## config.mk

```make
export PLATFORM = sky130hd
export DESIGN_NAME = cache_fill_ctrl
export DESIGN_NICKNAME = d
export VERILOG_FILES = /design/src/rtl/cache_fill_ctrl.sv
export SDC_FILE = /design/constraint.sdc
export NUM_CORES = 1
export LEC_CHECK = 0
export ABC_AREA = 1
export BUFFER_PORTS_ARGS = -buffer_cell sky130_fd_sc_hd__clkbuf_2
export CORE_MARGIN = 2
export CORE_UTILIZATION = 35
export CTS_CLUSTER_DIAMETER = 120
export DETAILED_ROUTE_END_ITERATION = 12
export PLACE_DENSITY = 0.55
export SYNTH_ARGS = -nofsm -noshare
export SYNTH_HDL_FRONTEND = slang
export SYNTH_SLANG_ARGS = --single-unit
```

## constraint.sdc

```tcl
create_clock -name fpga -period 5.85 [get_ports fpga]
set_clock_uncertainty 0.05 [all_clocks]
set_input_delay 0.585 -clock fpga [delete_from_list [all_inputs] [get_ports fpga]]
set_output_delay 0.585 -clock fpga [all_outputs]
set_load 0.01 [all_outputs]
```

## src/rtl/cache_fill_ctrl.sv

```systemverilog
// Tag lookup, LRU replacement and page-fill sequencer for a 4-page cache on a 65816 phi2 bus.
// The CPU address is rebuilt from the bus, looked up, and on a miss a whole page is streamed in.
module cache_fill_ctrl #(
  parameter int unsigned PAGES     = 4,
  parameter int unsigned PAGE_BITS = 8,
  parameter int unsigned ADDR_W    = 24
) (
  input  logic                 fpga,
  input  logic                 reset,
  input  logic                 phi2,
  input  logic [15:0]          a,
  input  logic [7:0]           d,
  input  logic                 invalidate,
  input  logic [7:0]           mem_data,
  input  logic                 mem_ack,
  output logic                 hit,
  output logic [1:0]           hit_page,
  output logic                 rdy,
  output logic                 mem_req,
  output logic [ADDR_W-1:0]    mem_addr,
  output logic                 fill_we,
  output logic [1:0]           fill_page,
  output logic [PAGE_BITS-1:0] fill_offset,
  output logic [7:0]           fill_data
);

  localparam int unsigned TAG_W  = ADDR_W - PAGE_BITS;
  localparam int unsigned BANK_W = ADDR_W - 16;

  typedef enum logic [2:0] {StIdle, StLookup, StReq, StWrite, StDone} state_e;

  logic                 phi2_s1_q, phi2_s2_q, phi2_s3_q;
  logic [15:0]          a_s1_q, a_s2_q;
  logic [7:0]           d_s1_q, d_s2_q;
  logic [BANK_W-1:0]    bank_lat_q, bank_lat_d;
  logic [15:0]          addr_lat_q, addr_lat_d;
  logic [ADDR_W-1:0]    addr_q, addr_d;
  state_e               state_q, state_d;
  logic [PAGES-1:0]     valid_q, valid_d;
  logic [TAG_W-1:0]     tag_q [PAGES];
  logic [TAG_W-1:0]     tag_d [PAGES];
  logic [1:0]           age_q [PAGES];
  logic [1:0]           age_d [PAGES];
  logic                 inv_pend_q, inv_pend_d;
  logic                 hit_q, hit_d;
  logic [1:0]           hit_page_q, hit_page_d;
  logic                 rdy_q, rdy_d;
  logic                 mem_req_q, mem_req_d;
  logic [ADDR_W-1:0]    mem_addr_q, mem_addr_d;
  logic                 fill_we_q, fill_we_d;
  logic [1:0]           fill_page_q, fill_page_d;
  logic [PAGE_BITS-1:0] fill_offset_q, fill_offset_d;
  logic [7:0]           fill_data_q, fill_data_d;

  logic                 lookup_ev;
  logic [TAG_W-1:0]     cur_tag;
  logic                 hit_any;
  logic [1:0]           hit_idx;
  logic                 victim_found;
  logic [1:0]           victim;
  logic                 touch_en;
  logic [1:0]           touch_idx;

  // The byte offset of the CPU address plays no part in tag lookup.
  logic unused_offset_bits;
  assign unused_offset_bits = ^addr_q[PAGE_BITS-1:0];

  assign lookup_ev = ~phi2_s2_q & phi2_s3_q;
  assign cur_tag   = addr_q[ADDR_W-1:PAGE_BITS];

  always_comb begin
    hit_any = 1'b0;
    hit_idx = 2'd0;
    for (int i = 0; i < int'(PAGES); i++) begin
      if (valid_q[i] && (tag_q[i] == cur_tag)) begin
        hit_any = 1'b1;
        hit_idx = 2'(i);
      end
    end
  end

  // Lowest invalid page wins; otherwise the single page with the oldest age.
  always_comb begin
    victim_found = 1'b0;
    victim       = 2'd0;
    for (int i = 0; i < int'(PAGES); i++) begin
      if (!valid_q[i] && !victim_found) begin
        victim_found = 1'b1;
        victim       = 2'(i);
      end
    end
    if (!victim_found) begin
      for (int i = 0; i < int'(PAGES); i++) begin
        if (age_q[i] == 2'd3) victim = 2'(i);
      end
    end
  end

  always_comb begin
    bank_lat_d    = phi2_s2_q ? bank_lat_q : d_s2_q[BANK_W-1:0];
    addr_lat_d    = phi2_s2_q ? a_s2_q : addr_lat_q;
    addr_d        = addr_q;
    state_d       = state_q;
    valid_d       = valid_q;
    tag_d         = tag_q;
    age_d         = age_q;
    inv_pend_d    = inv_pend_q;
    hit_d         = 1'b0;
    hit_page_d    = hit_page_q;
    rdy_d         = rdy_q;
    mem_req_d     = mem_req_q;
    mem_addr_d    = mem_addr_q;
    fill_we_d     = 1'b0;
    fill_page_d   = fill_page_q;
    fill_offset_d = fill_offset_q;
    fill_data_d   = fill_data_q;
    touch_en      = 1'b0;
    touch_idx     = 2'd0;

    // Lookup still resolves against valid_q, so a same-cycle invalidate cannot hide it.
    if (invalidate) begin
      if ((state_q == StIdle) || (state_q == StLookup)) valid_d = '0;
      else                                              inv_pend_d = 1'b1;
    end

    unique case (state_q)
      StIdle: begin
        if (lookup_ev) begin
          addr_d  = {bank_lat_q, addr_lat_q};
          state_d = StLookup;
        end
      end
      StLookup: begin
        if (hit_any) begin
          hit_d      = 1'b1;
          hit_page_d = hit_idx;
          touch_en   = 1'b1;
          touch_idx  = hit_idx;
          state_d    = StIdle;
        end else begin
          fill_page_d   = victim;
          fill_offset_d = '0;
          rdy_d         = 1'b0;
          mem_req_d     = 1'b1;
          mem_addr_d    = {cur_tag, {PAGE_BITS{1'b0}}};
          state_d       = StReq;
        end
      end
      StReq: begin
        if (mem_ack) begin
          fill_data_d = mem_data;
          fill_we_d   = 1'b1;
          mem_req_d   = 1'b0;
          state_d     = StWrite;
        end
      end
      StWrite: begin
        if (&fill_offset_q) begin
          state_d = StDone;
        end else begin
          fill_offset_d = fill_offset_q + 1'b1;
          mem_req_d     = 1'b1;
          mem_addr_d    = {cur_tag, fill_offset_q + 1'b1};
          state_d       = StReq;
        end
      end
      StDone: begin
        tag_d[fill_page_q]   = cur_tag;
        valid_d[fill_page_q] = 1'b1;
        touch_en             = 1'b1;
        touch_idx            = fill_page_q;
        hit_page_d           = fill_page_q;
        rdy_d                = 1'b1;
        state_d              = StIdle;
        // A deferred invalidate lands on IDLE entry and takes the fresh page with it.
        if (inv_pend_d) begin
          valid_d    = '0;
          inv_pend_d = 1'b0;
        end
      end
      default: state_d = StIdle;
    endcase

    if (touch_en) begin
      for (int i = 0; i < int'(PAGES); i++) begin
        if (age_q[i] < age_q[touch_idx]) age_d[i] = age_q[i] + 2'd1;
      end
      age_d[touch_idx] = 2'd0;
    end
  end

  always_ff @(posedge fpga or posedge reset) begin
    if (reset) begin
      phi2_s1_q     <= 1'b0;
      phi2_s2_q     <= 1'b0;
      phi2_s3_q     <= 1'b0;
      a_s1_q        <= '0;
      a_s2_q        <= '0;
      d_s1_q        <= '0;
      d_s2_q        <= '0;
      bank_lat_q    <= '0;
      addr_lat_q    <= '0;
      addr_q        <= '0;
      state_q       <= StIdle;
      valid_q       <= '0;
      for (int i = 0; i < int'(PAGES); i++) begin
        tag_q[i] <= '0;
        age_q[i] <= 2'(i);
      end
      inv_pend_q    <= 1'b0;
      hit_q         <= 1'b0;
      hit_page_q    <= 2'd0;
      rdy_q         <= 1'b1;
      mem_req_q     <= 1'b0;
      mem_addr_q    <= '0;
      fill_we_q     <= 1'b0;
      fill_page_q   <= 2'd0;
      fill_offset_q <= '0;
      fill_data_q   <= '0;
    end else begin
      phi2_s1_q     <= phi2;
      phi2_s2_q     <= phi2_s1_q;
      phi2_s3_q     <= phi2_s2_q;
      a_s1_q        <= a;
      a_s2_q        <= a_s1_q;
      d_s1_q        <= d;
      d_s2_q        <= d_s1_q;
      bank_lat_q    <= bank_lat_d;
      addr_lat_q    <= addr_lat_d;
      addr_q        <= addr_d;
      state_q       <= state_d;
      valid_q       <= valid_d;
      tag_q         <= tag_d;
      age_q         <= age_d;
      inv_pend_q    <= inv_pend_d;
      hit_q         <= hit_d;
      hit_page_q    <= hit_page_d;
      rdy_q         <= rdy_d;
      mem_req_q     <= mem_req_d;
      mem_addr_q    <= mem_addr_d;
      fill_we_q     <= fill_we_d;
      fill_page_q   <= fill_page_d;
      fill_offset_q <= fill_offset_d;
      fill_data_q   <= fill_data_d;
    end
  end

  assign hit         = hit_q;
  assign hit_page    = hit_page_q;
  assign rdy         = rdy_q;
  assign mem_req     = mem_req_q;
  assign mem_addr    = mem_addr_q;
  assign fill_we     = fill_we_q;
  assign fill_page   = fill_page_q;
  assign fill_offset = fill_offset_q;
  assign fill_data   = fill_data_q;

endmodule

```

==> results.md <==
* Cells after DPL at 1440
* Hold crit path type: in -> reg
* Leakage at 4.82 nW
* Fill cells at 2585
* Commonest non-fill, non-tap cell in the layout: nand2_1
* Clock sinks at 187
* Seq/Total Area, Yosys at 53.0%
* Total Routed Length at 21.1 mm
* Vias per inst at 4.74
* Initial core utilization at 35.4%
* CP max FO at 9
* Fin cells at 1472
* Final Max Tran Viols at 0
* Ant. Diodes at 0
* Routability cong. at 0.877
* Core Box Area at 25000 um^2
* I/O Pins at 85
* DRC violations left at 0
* Clk Tree Root Cell: clkbuf_16
* First-pass GRT wire length at 34.7 mm
* Hold-fix buffers at CTS at 0
* Crit Path Category: reg -> reg
* Post-synthesis average cell area at 8.28 um^2
* Slew Limit Headroom at 27.0%
* Max Freq at 292 MHz
* Final period utilization at 58.5%
* GRT Total Usage at 16.8%
* Worst VDD drop at 0.251 mV
* Pwr Density at 399 nW/um^2
* Area grow syn2layout at 14.1%
* Via count at 6974
* Final core occ at 40.4%
* Setup TNS Final at 0 ps
* Cells after Synth at 1068
* Clock Latency Late Sink at 450 ps
* CTS Buf Count at 17
* Crit-path most repeated cell: nand2_1
* RSZ-0062 raised after global routing: no
* Crit-path leading delay family: simple AND/OR/NAND/NOR gates
* Post-synth design cell area at 8850 um^2
* DR WL/cell at 14.4 um
* Minimum clock period at 3420 ps
* Sequential cell area at 4690 um^2
* CP cell instances: inv_2, nand2_2, nand2_1, nor2_1, nand2_1, nor2_1, nand2_1, nor2_1, nand2_1, nand2_1, nand2_2, nand2_2, inv_1, nand2_1, o22ai_1, a221oi_1, ha_1, nand2_2, nand3_1, nand2_1, nand2_1, nor2_2
* Pre-antenna DRT Iters at 4
* Post-synth EDFFs at 0
* Die Span X at 163 um
* CP peak stage delay at 570 ps
* Crit path buffers/inverters at 2
* # nets final at 1175
* Synth area leaders: dfrtp_1 (51%), nand2_1 (13%), o21ai_0 (5.2%)
* Clock buffer depth at 2
* Grt total ovfl at 0
* CTS tree: done
* Fraction of layout cells with a size suffix above 1 at 15.8%
* Footprint of the multi-input gates at 3500 um^2
* # Max-Cap Violations at 0
* Hold Vio Cnt, Final at 0
* YS warnings at 0
* Post-synth top flop: dfrtp_1
* Clock transition at path regs at 80 ps
* Initial antenna violation count at 0
* IO Port Bufs at 76
* Die area at 26600 um^2
* Largest net degree at the start of global routing at 147
* Post-DRT Antenna Nets at 0
* Hold_ws at 181 ps
* Postcts setup bufs at 0
* Post-DP HPWL at 15.3 mm
* Cts repair resizes at 0
* Critical Path End Type: flip-flop
* Most frequent cells in the layout: nand2_1 (317), dfrtp_1 (182), inv_1 (103)
* Row cnt at 58
* Synth area leader: dfrtp_1
* Asr flop ratio synth at 100%
* CTS HTree Levels at 4
* Req. time, crit path at 6180 ps
* Crit path DAT at 3750 ps
* DRT iter0 DRCs at 427
* Status: finished, final reports clean
* Post-synth top area share at 51.5%
* Setup Viol. Count Final at 0
* Pre-CTS setup slack at 2460 ps
* Distinct cells, synth at 45
* Vias in the first global route at 6667
* Worst slew pin tran at 1090 ps
* Die Y-Extent at 163 um
* Synth Net Count at 1114
* Setup ws final at 2430 ps
* FF+latch count, synth at 187
* Critical path launch point type: flip-flop
* Slowest-stage cell, CP: dfrtp_1
-- synthesized netlist by cell type (2+ instances only) --
cell	n
a21oi_1	34
xor2_1	12
buf_2	6
inv_1	104
or2_2	2
buf_4	9
clkbuf_1	18
nor2_2	3
nand3b_1	4
nand4_1	29
nand2_4	4
nor4_1	10
mux2_2	8
o22ai_1	3
nor3_1	19
dfrtp_1	182
inv_2	18
o21ai_0	92
nand3_2	5
nand2_2	19
a221oi_1	2
nand2_1	317
or2_1	2
dfstp_2	5
nand3_1	35
buf_6	3
ha_1	9
nor3b_1	2
nor2_1	96
-- sequential cells by signal, indices dropped and copies added (netlist names) --
| name | flops |
|---|---|
| bank_lat_q | 8 |
| phi2_s2_q | 1 |
| fill_data | 8 |
| phi2_s3_q | 1 |
| d_s2_q | 8 |
| fill_page | 2 |
| phi2_s1_q | 1 |
| addr_lat_q | 8 |
| hit | 1 |
| addr_q | 16 |
| age_q | 8 |
| d_s1_q | 8 |
| a_s1_q | 8 |
| tag_q | 64 |
| hit_page | 2 |
| valid_q | 4 |
| rdy | 1 |
| fill_we | 1 |
| state_q | 3 |
| inv_pend_q | 1 |
| mem_req | 1 |
| a_s2_q | 8 |
| mem_addr | 24 |
-- cell families after synthesis --
family	share of synthesized area [%]
XOR/XNOR	1.19
AO/OA/AOI/OAI	8.73
adder cells (fa/ha/maj)	1.27
flip-flops	53.0
AND/OR/NAND/NOR	27.4
buffers and inverters	7.47
multiplexers	1.02
-- per-stage QoR --
stage / cell area, um^2 / power [mW]
6_report: 10100 / 4.02
3_5_place_dp: 9460 / 2.84
5_1_grt: 10100 / 4.29
3_3_place_gp: 9460 / 2.83
4_1_cts: 10100 / 4.06
2_1_floorplan: 8850 / 2.44
-- final timing paths --
path                                        start                         end  slack, ps  cells after the start
hold / removal                              a[10]        a_s1_q[10]$_DFF_PP0_        180                      1
max in group asynchronous                   reset  addr_lat_q[13]$_DFFE_PP0P_       4370                      3
setup reg to reg           addr_q[15]$_DFFE_PP0P_        age_q[2]$_DFFE_PP0P_       2430                     22
setup / recovery           addr_q[15]$_DFFE_PP0P_        age_q[2]$_DFFE_PP0P_       2430                     22
hold reg to reg               d_s1_q[3]$_DFF_PP0_         d_s2_q[3]$_DFF_PP0_        290                      0
min in group asynchronous                   reset         d_s1_q[3]$_DFF_PP0_        300                      2
-- metal layers --
| layer | track usage (%) | routed length, um |
|---|---|---|
| met5 | 0 | 0 |
| met4 | 6.19 | 482 |
| met3 | 3.31 | 768 |
| met2 | 25.1 | 9200 |
| met1 | 24.3 | 10700 |
-- worst register-to-register path, stage by stage (launching register included) --
cell      delay (ps)
dfrtp_1          570
inv_2            200
nand2_2          120
nand2_1           60
nor2_1            80
nand2_1           50
nor2_1           150
nand2_1           70
nor2_1           140
nand2_1           70
nand2_1           90
nand2_2           80
nand2_2          110
inv_1             80
nand2_1          130
o22ai_1           90
a221oi_1         500
ha_1             360
nand2_2          100
nand3_1           70
nand2_1           70
nand2_1           50
nor2_2            80
-- final cells by class --
type / instances / area share (%)
clock buffers: 17 / 4.22
clock inverters: 15 / 2.01
inverters: 123 / 4.65
multi-input cells: 722 / 34.7
flip-flops and latches: 187 / 46.4
well taps: 330 / 4.09
repair buffers: 78 / 3.92
-- power breakdown --
part	internal (mW)	total [mW]	leakage (nW)	switching (mW)
Clock	0.591	1.21	0.298	0.621
Combinational	0.354	1.15	2.16	0.796
Sequential	1.46	1.66	2.37	0.195
Power figures use the tool's default switching activity.
